### src/rtl/pipe_pkg.sv
// Shared definitions for the pipeline stage registers of the 5-stage MIPS core:
// control bundle layout, stage state encoding and the per-edge stage action.
package pipe_pkg;

    localparam int CTRL_W_DEF = 9;

    // Control bundle bit offsets (RegWrite down to ALUOp[1:0])
    localparam int REGWRITE_B = 8;
    localparam int MEMTOREG_B = 7;
    localparam int BRANCH_B   = 6;
    localparam int MEMREAD_B  = 5;
    localparam int MEMWRITE_B = 4;
    localparam int REGDST_B   = 3;
    localparam int ALUSRC_B   = 2;
    localparam int ALUOP_MSB  = 1;
    localparam int ALUOP_LSB  = 0;

    typedef enum logic [1:0] {
        ST_EMPTY = 2'd0,
        ST_FULL  = 2'd1,
        ST_HELD  = 2'd2
    } stage_state_e;

    typedef enum logic [1:0] {
        ACT_LOAD   = 2'd0,
        ACT_STALL  = 2'd1,
        ACT_BUBBLE = 2'd2,
        ACT_FLUSH  = 2'd3
    } stage_act_e;

    // Resolve the hazard inputs into one action: flush beats stall beats bubble.
    function automatic stage_act_e decode_action(input logic flush,
                                                 input logic stall,
                                                 input logic bubble);
        stage_act_e act;
        if (flush) begin
            act = ACT_FLUSH;
        end else if (stall) begin
            act = ACT_STALL;
        end else if (bubble) begin
            act = ACT_BUBBLE;
        end else begin
            act = ACT_LOAD;
        end
        return act;
    endfunction

endpackage

### src/rtl/pipe_stage_reg_sat_counter.sv
// Saturating up-counter with synchronous clear; holds at all-ones.
module sat_counter #(
    parameter int W = 8
) (
    input  logic         clk,
    input  logic         rst_n,
    input  logic         en,
    input  logic         clr,
    output logic [W-1:0] q
);

    // Count register: reset and clear win, then increment unless saturated
    always_ff @(posedge clk) begin
        if (!rst_n) begin
            q <= '0;
        end else if (clr) begin
            q <= '0;
        end else if (en && (q != {W{1'b1}})) begin
            q <= q + {{(W-1){1'b0}}, 1'b1};
        end else begin
            q <= q;
        end
    end

endmodule

### src/rtl/pipe_stage_reg.sv
// Generic pipeline stage register with stall, flush and bubble handling plus a
// sticky stall watchdog. Optional macro PIPE_STAGE_PERF_EN adds two 16-bit
// saturating performance counters (perf_stalls, perf_kills).
module pipe_stage_reg
    import pipe_pkg::*;
#(
    parameter int DATA_W      = 32,
    parameter int DATA_LANES  = 4,
    parameter int CTRL_W      = CTRL_W_DEF,
    parameter int STALL_LIMIT = 15
) (
    input  logic                         clk,
    input  logic                         rst_n,
    input  logic                         stall_i,
    input  logic                         flush_i,
    input  logic                         bubble_i,
    input  logic                         in_valid,
    input  logic [CTRL_W-1:0]            in_ctrl,
    input  logic [DATA_LANES*DATA_W-1:0] in_data,
    output logic                         out_valid,
    output logic [CTRL_W-1:0]            out_ctrl,
    output logic [DATA_LANES*DATA_W-1:0] out_data,
    output logic [1:0]                   out_state,
    output logic                         stall_timeout
`ifdef PIPE_STAGE_PERF_EN
    ,
    output logic [15:0]                  perf_stalls,
    output logic [15:0]                  perf_kills
`endif
);

    localparam logic [7:0] RUN_TRIP = 8'(STALL_LIMIT - 1);

    stage_act_e                   act_s;
    stage_state_e                 state_r;
    stage_state_e                 state_nxt_s;
    logic                         valid_nxt_s;
    logic [CTRL_W-1:0]            ctrl_nxt_s;
    logic [DATA_LANES*DATA_W-1:0] data_nxt_s;
    logic                         run_en_s;
    logic                         run_clr_s;
    logic [7:0]                   run_cnt_s;
    logic                         timeout_r;

    // Action decode: one action per edge in priority order
    always_comb begin
        act_s = decode_action(flush_i, stall_i, bubble_i);
    end

    // Next-state and next-contents selection for the stage
    always_comb begin
        state_nxt_s = state_r;
        valid_nxt_s = out_valid;
        ctrl_nxt_s  = out_ctrl;
        data_nxt_s  = out_data;
        case (act_s)
            ACT_FLUSH: begin
                state_nxt_s = ST_EMPTY;
                valid_nxt_s = 1'b0;
                ctrl_nxt_s  = '0;
                data_nxt_s  = '0;
            end
            ACT_STALL: begin
                if (state_r == ST_EMPTY) begin
                    state_nxt_s = ST_EMPTY;
                end else begin
                    state_nxt_s = ST_HELD;
                end
            end
            ACT_BUBBLE: begin
                state_nxt_s = ST_EMPTY;
                valid_nxt_s = 1'b0;
                ctrl_nxt_s  = '0;
                data_nxt_s  = in_data;
            end
            ACT_LOAD: begin
                data_nxt_s  = in_data;
                valid_nxt_s = in_valid;
                if (in_valid) begin
                    state_nxt_s = ST_FULL;
                    ctrl_nxt_s  = in_ctrl;
                end else begin
                    state_nxt_s = ST_EMPTY;
                    ctrl_nxt_s  = '0;
                end
            end
            default: begin
                state_nxt_s = ST_EMPTY;
                valid_nxt_s = 1'b0;
                ctrl_nxt_s  = '0;
                data_nxt_s  = '0;
            end
        endcase
    end

    // State register
    always_ff @(posedge clk) begin
        if (!rst_n) begin
            state_r <= ST_EMPTY;
        end else begin
            state_r <= state_nxt_s;
        end
    end

    // Stage contents: valid, control bundle and data lanes
    always_ff @(posedge clk) begin
        if (!rst_n) begin
            out_valid <= 1'b0;
            out_ctrl  <= '0;
            out_data  <= '0;
        end else begin
            out_valid <= valid_nxt_s;
            out_ctrl  <= ctrl_nxt_s;
            out_data  <= data_nxt_s;
        end
    end

    assign out_state = state_r;

    // A stall run only counts while no flush overrides it; anything else ends the run
    always_comb begin
        run_en_s  = stall_i & ~flush_i;
        run_clr_s = ~run_en_s;
    end

    sat_counter #(.W(8)) u_stall_run (
        .clk   (clk),
        .rst_n (rst_n),
        .en    (run_en_s),
        .clr   (run_clr_s),
        .q     (run_cnt_s)
    );

    // Sticky watchdog: set on the edge where the run reaches the limit
    always_ff @(posedge clk) begin
        if (!rst_n) begin
            timeout_r <= 1'b0;
        end else if (run_en_s && (run_cnt_s >= RUN_TRIP)) begin
            timeout_r <= 1'b1;
        end else begin
            timeout_r <= timeout_r;
        end
    end

    assign stall_timeout = timeout_r;

`ifdef PIPE_STAGE_PERF_EN
    logic perf_stall_en_s;
    logic perf_kill_en_s;

    // Perf events: stall edges, and kills that actually discard an instruction
    always_comb begin
        perf_stall_en_s = (act_s == ACT_STALL);
        perf_kill_en_s  = ((act_s == ACT_FLUSH) || (act_s == ACT_BUBBLE)) &&
                          (out_valid || in_valid);
    end

    sat_counter #(.W(16)) u_perf_stalls (
        .clk   (clk),
        .rst_n (rst_n),
        .en    (perf_stall_en_s),
        .clr   (1'b0),
        .q     (perf_stalls)
    );

    sat_counter #(.W(16)) u_perf_kills (
        .clk   (clk),
        .rst_n (rst_n),
        .en    (perf_kill_en_s),
        .clr   (1'b0),
        .q     (perf_kills)
    );
`endif

endmodule

### config.mk
export PLATFORM = sky130hd
export DESIGN_NAME = pipe_stage_reg
export DESIGN_NICKNAME = d
export VERILOG_FILES = /design/src/rtl/pipe_pkg.sv /design/src/rtl/pipe_stage_reg_sat_counter.sv /design/src/rtl/pipe_stage_reg.sv
export SDC_FILE = /design/constraint.sdc
export NUM_CORES = 1
export LEC_CHECK = 0
export BUFFER_PORTS_ARGS = -buffer_cell sky130_fd_sc_hd__buf_4
export CORE_AREA = 3 3 109 111
export CTS_CLUSTER_SIZE = 40
export DETAILED_ROUTE_END_ITERATION = 8
export DIE_AREA = 0 0 112 114
export PLACE_DENSITY = 0.78
export SYNTH_ARGS = -nofsm -noshare
export SYNTH_HDL_FRONTEND = slang
export SYNTH_SLANG_ARGS = --single-unit
### constraint.sdc
create_clock -name clk -period 2.1 [get_ports clk]
set_clock_uncertainty 0.05 [all_clocks]
set_input_delay 0.21 -clock clk [delete_from_list [all_inputs] [get_ports clk]]
set_output_delay 0.21 -clock clk [all_outputs]
set_load 0.005 [all_outputs]
=== Yosys cells after proc, flatten, opt, wreduce, memory -nomap -nowiden ===
Cells that the tools add are included.

* Muxes and demuxes: 10
* Add/sub/neg operators: 1
* Bitwise logic cells: 2
* Equal/unequal tests: 4
* $lt $le $gt $ge: 1
* Reduce and logical (&&, ||, !) cells: 9

{| class="wikitable"
|+ Operators with widths
! kind !! count
|-
| $pmux 128 s2 || 1
|-
| $pmux 9 s2 || 1
|-
| $mux 9 || 1
|-
| $add 8x1->8 const B || 1
|-
| $ge 8x4->1 const B || 1
|-
| $mux 2 || 4
|-
| $ne 8x8->1 const B || 1
|-
| $pmux 2 s3 || 1
|-
| $eq 2x2->1 const B || 2
|-
| $logic_not 2->1 || 2
|-
| $reduce_bool 2->1 || 2
|-
| $reduce_or 2->1 || 2
|-
| $eq 2x1->1 const B || 1
|-
| $logic_and 1x1->1 || 2
|-
| $pmux 1 s2 || 1
|-
| $reduce_and 2->1 || 1
|-
| $and 1x1->1 || 1
|-
| $mux 1 || 1
|-
| $not 1->1 || 1
|}

* Register bits after elaboration: 149
* Output and inout bits: 141
* Word-level logic and storage cells: 33

=== Longest topological paths before layout ===
* Word-level depth: 6
* Depth in mapped cells: 6

=== Cells and area by module ===
A second synthesis with hierarchy kept.

* Cells, all modules: 366
* Area total of the unflattened synthesis: 4760.8 um^2

{| class="wikitable"
|+ Modules (own cells, without submodules)
! module !! sequential area each (um^2) !! cells each !! instances !! area each (um^2)
|-
| pipe_stage_reg || 2822.7 || 320 || 1 || 4339.2
|-
| sat_counter || 160.2 || 46 || 1 || 421.7
|}

=== Worst setup path before layout ===
Ideal clock, no wire load.

* Path kind: register -> register
* Start: register u_stall_run.q[0]
* End: register u_stall_run.q[5]
* Path buffers: 0
* Cell stages (with the launch flop): 5
* Period minus slack after synthesis: 1.285 ns
* Data required time: 1.928 ns
* Data arrival time: 1.113 ns
* Setup slack: 0.815 ns
* Path through: dfxtp_1 > ha_1 > and3_1 > a211oi_1 > o21bai_2

* Cells in the longest elaborated chain, start to end: 2
* Elaborated cells between the ends (all ways): 3
* Those cells by class: add/sub (1); eq/ne (1); reduce/logical (1)

{| class="wikitable"
|+ Ends and longest elaborated chain
! what !! RTL line !! RTL
|-
| start, declared || pipe_stage_reg_sat_counter.sv:9 || <nowiki>output logic [W-1:0] q</nowiki>
|-
| start signal, assigned || pipe_stage_reg_sat_counter.sv:19 || <nowiki>q <= q + {{(W-1){1'b0}}, 1'b1};</nowiki>
|-
| start signal, assigned || pipe_stage_reg_sat_counter.sv:21 || <nowiki>q <= q;</nowiki>
|-
| branches (longest 2 deep; another with $add 8x1->8) || n/a ||
|}

Parallel ways; which one is timed is not known.
A chain may end at the register's enable or synchronous reset.

==> results.txt <==
* Status: finished clean
- Summed over all nets, the switching power comes to 1470 uW.
* Sequential cell fraction of total power: 44.9%
- Row generation in the floorplan step produced 38 rows.
- The synthesized design contains 149 register bits.
- Setup violations remaining at the end of the flow were counted as 0.
- Post-detailed-route DRC marker count: 0
- Critical Path End Type: register
* Non-filler instance count after layout: 931
- TritonCTS created 17 clock buffers.
* Worst IR drop on VDD: 0.484 mV
- Largest net degree at the start of global routing: 79
* Number of enable-type register cells in the synthesized netlist: 0
- Pins Over Slew Limit: 0
- Wire length of the first global-routing pass: 27.1 mm
* CTS tree: built
- Area of the die: 12800 um^2
* Overflow left after global routing: 0
* Mean instance size in the synthesized netlist: 13.0 um^2
- For this run, the detailed router's first-pass iteration total came to 5.
* End point of the most critical hold path: stall_timeout
- The worst hold path begins at stall_i.
* Netlist area before placement: 4690 um^2
- In this run the critical register-to-register path is captured at u_stall_run.q[5].
- Post-CTS repair changed the size of 0 cells.
- First DRT Iteration DRCs: 371
- The startpoint identified for the worst register-to-register timing path is u_stall_run.q[1].
- After synthesis, flip-flops and latches occupy 63.6% of the total area.
- Cell internal power was estimated by the tool at 5140 uW.
- The worst setup path is launched from an input port.
- Fraction of power spent switching nets: 22.2%
- Summed over its instances, the top area cell type makes up 63.6% of the synthesized netlist area.
* Internal reg-to-reg setup slack: 0.68 ns
* Worst slew margin relative to its limit: 71.9%
* Clock transition at the registers of the reported paths: 0.06 ns
- The number of hold buffers added after CTS was 138.
- Number of different library cells in the post-synthesis netlist: 30
- Half-perimeter wire length after placement: 9.85 mm
- Required arrival time at the worst endpoint: 2.47 ns
- The final layout contains routed wiring with a total length of 18.1 mm.
- For this design, the sink count on the clock tree is 149.
- For the worst-skew pair, the clock arrives at the later sink with an insertion delay of 0.50 ns.
- Post-CTS repair timing setup buffer count: 0
* Cell type with the largest total area after synthesis: dfxtp_1
* Async S/R FF share, synth: 0%
- At the worst endpoint, the arrival time is 1.84 ns.
- Number of endpoints with negative hold slack in the final report: 0
- The tightest min-delay check is of the input port to register type.
- In this run the power density over the cells is 750 nW/um^2.
- Routed length per instance: 19.4 um
- Number of antenna violations at the first check in global routing: 2
- Die span in y: 114 um
- Transition time of the tightest slew-check pin: 0.422 ns
* Largest fanout on the critical path: 78
* Share of power burned in combinational logic: 11.4%
* Number of global-route vias before repair: 4985
- Global routing used 26.8% of the available tracks.
- During synthesis, Yosys emitted a total of 0 warnings.
* Number of nets with antenna violations after detailed routing: 0
* Final period utilization: 69.8%
- Sorting the synthesized cells by area gives the leading types as dfxtp_1, a22o_1, buf_6.
- Floorplan core area: 10900 um^2
- Leading post-synthesis cells by instance count: dfxtp_1, a22o_1, buf_2
- Die span in x: 112 um
- Among all cell types in the netlist, the one instantiated most often is dfxtp_1.
- The net count of the finished layout is 921.
- For this run, the leading register cell type out of synthesis is dfxtp_1.
* Maximum clock insertion buffer count: 2
- In this run the static leakage power is 0.00408 uW.
- The tree is rooted in a clkbuf_8.
- Across all layers, the routed design uses 4835 vias.
- RSZ-0062 raised after global routing: false
* Initial Util: 43.1%
- In the final layout, the share of cells above drive strength 1 is 40.8%.
- Counting tap cells, the placed design contains a total of 759 instances.
- Critical path origin: rst_n
- Area added between synthesis and finish: 87.8%
- In the routed layout, each cell is associated on average with a via count of 5.19.
- The clock network is responsible for 43.6% of the overall power.
- The worst hold path passes through 4 cells.
* IO Port Bufs: 283
* Maximum level of the CTS H-tree: 4
- The congestion estimate from routability-driven global placement came to 0.821.
* Post-route minimum period: 1.47 ns
- The cell count after synthesis came out at 362.
- During I/O placement, the number of pins put on the boundary was 284.
- The worst register-to-register path has a depth of 4.
* Net count after synthesis: 507
- Max-cap violations: 0
- By startpoint and endpoint, the worst setup path is classified as input port to register.
* Highest achievable clock rate: 682 MHz
- Total power for the finished layout comes to 6610 uW.
- After routing, the total negative slack on setup checks comes to 0 ns.
## cell usage in the layout, fill, tap and decap left out, types with 2 or more instances in the layout
cell	count
clkinv_4	3
ha_1	2
inv_1	2
nand2_1	3
a21oi_1	3
a22o_1	137
clkbuf_8	2
buf_12	3
nand3_1	2
o311a_1	2
dfxtp_1	149
nor3_1	5
clkinvlp_4	3
buf_4	285
nor4_1	2
diode_2	2
nand4_1	2
clkinv_2	5
a31oi_1	4
o21ai_1	2
clkbuf_16	16
nor2_1	2
dlygate4sd3_1	138
bufinv_16	2
## power groups by stage
stage	Clock, uW	Sequential, uW	Combinational [uW]
after floorplan	0	3020	151
after global placement	0	3020	503
after detailed placement	0	3020	514
after CTS	2890	2960	729
after global routing	3030	2970	798
final	2880	2970	756
## registers in the layout, summed over array words and instances, names as in the netlist
signal and cells:
stall_timeout 1, out_ctrl 9, out_data 128, out_valid 1
u_stall_run.q 8, out_state 2
## layer usage
layer	vias up	part of all wire, %	global-route usage, %
met5	-	0	0
met4	0	3.7	11.9
met3	45	6.6	7.06
met2	229	53	49.1
met1	2325	37	29.1
li1	2236	-	-
## worst max-delay path, stage by stage
cell and delay (ns):
dlygate4sd3_1 0.53, buf_4 0.12, nor3b_4 0.30, buf_12 0.34
a22o_1 0.28
## how the worst max path moves through the flow
stage / endpoint / cells after the start
CTS: u_stall_run.q[5] / 4
global placement: u_stall_run.q[2] / 5
detailed placement: u_stall_run.q[2] / 5
finish: out_data[12] / 5
floorplan: u_stall_run.q[5] / 4
global route: u_stall_run.q[1] / 3
## cell type report
class                   count  area [um^2]
repair buffers            426         3580
inverters                   2         7.51
fillers                   550         2070
clock buffers              19          432
clock inverters            13          134
well taps                 140          175
diodes                      2         5.00
multi-input cells         180         1500
flip-flops and latches    149         2980
## kinds of logic (layout without fill, tap and decap cells)
| logic type | Yosys count | in the layout | share of synthesized area (%) |
|---|---|---|---|
| flops | 149 | 149 | 63.6 |
| simple gates | 23 | 23 | 2.93 |
| compound gates | 155 | 155 | 28.2 |
| other cells | 0 | 2 | 0 |
| buf+inv | 33 | 460 | 4.77 |
| fa+ha+maj | 2 | 2 | 0.533 |
## per-stage QoR
| step | hold slack (ns) | cell area, um^2 | worst slack, ns | utilization [%] |
|---|---|---|---|---|
| CTS | 0.0849 | 8810 | 0.678 | 80.9 |
| global placement | 0.370 | 6860 | 0.734 | 63.0 |
| detailed placement | 0.373 | 6860 | 0.669 | 63.0 |
| floorplan | 0.278 | 4690 | 0.815 | - |
| global route | 0.106 | 8810 | 0.550 | 80.9 |
| finish | 0.104 | 8810 | 0.634 | 80.9 |
Power figures use the tool's default switching activity.
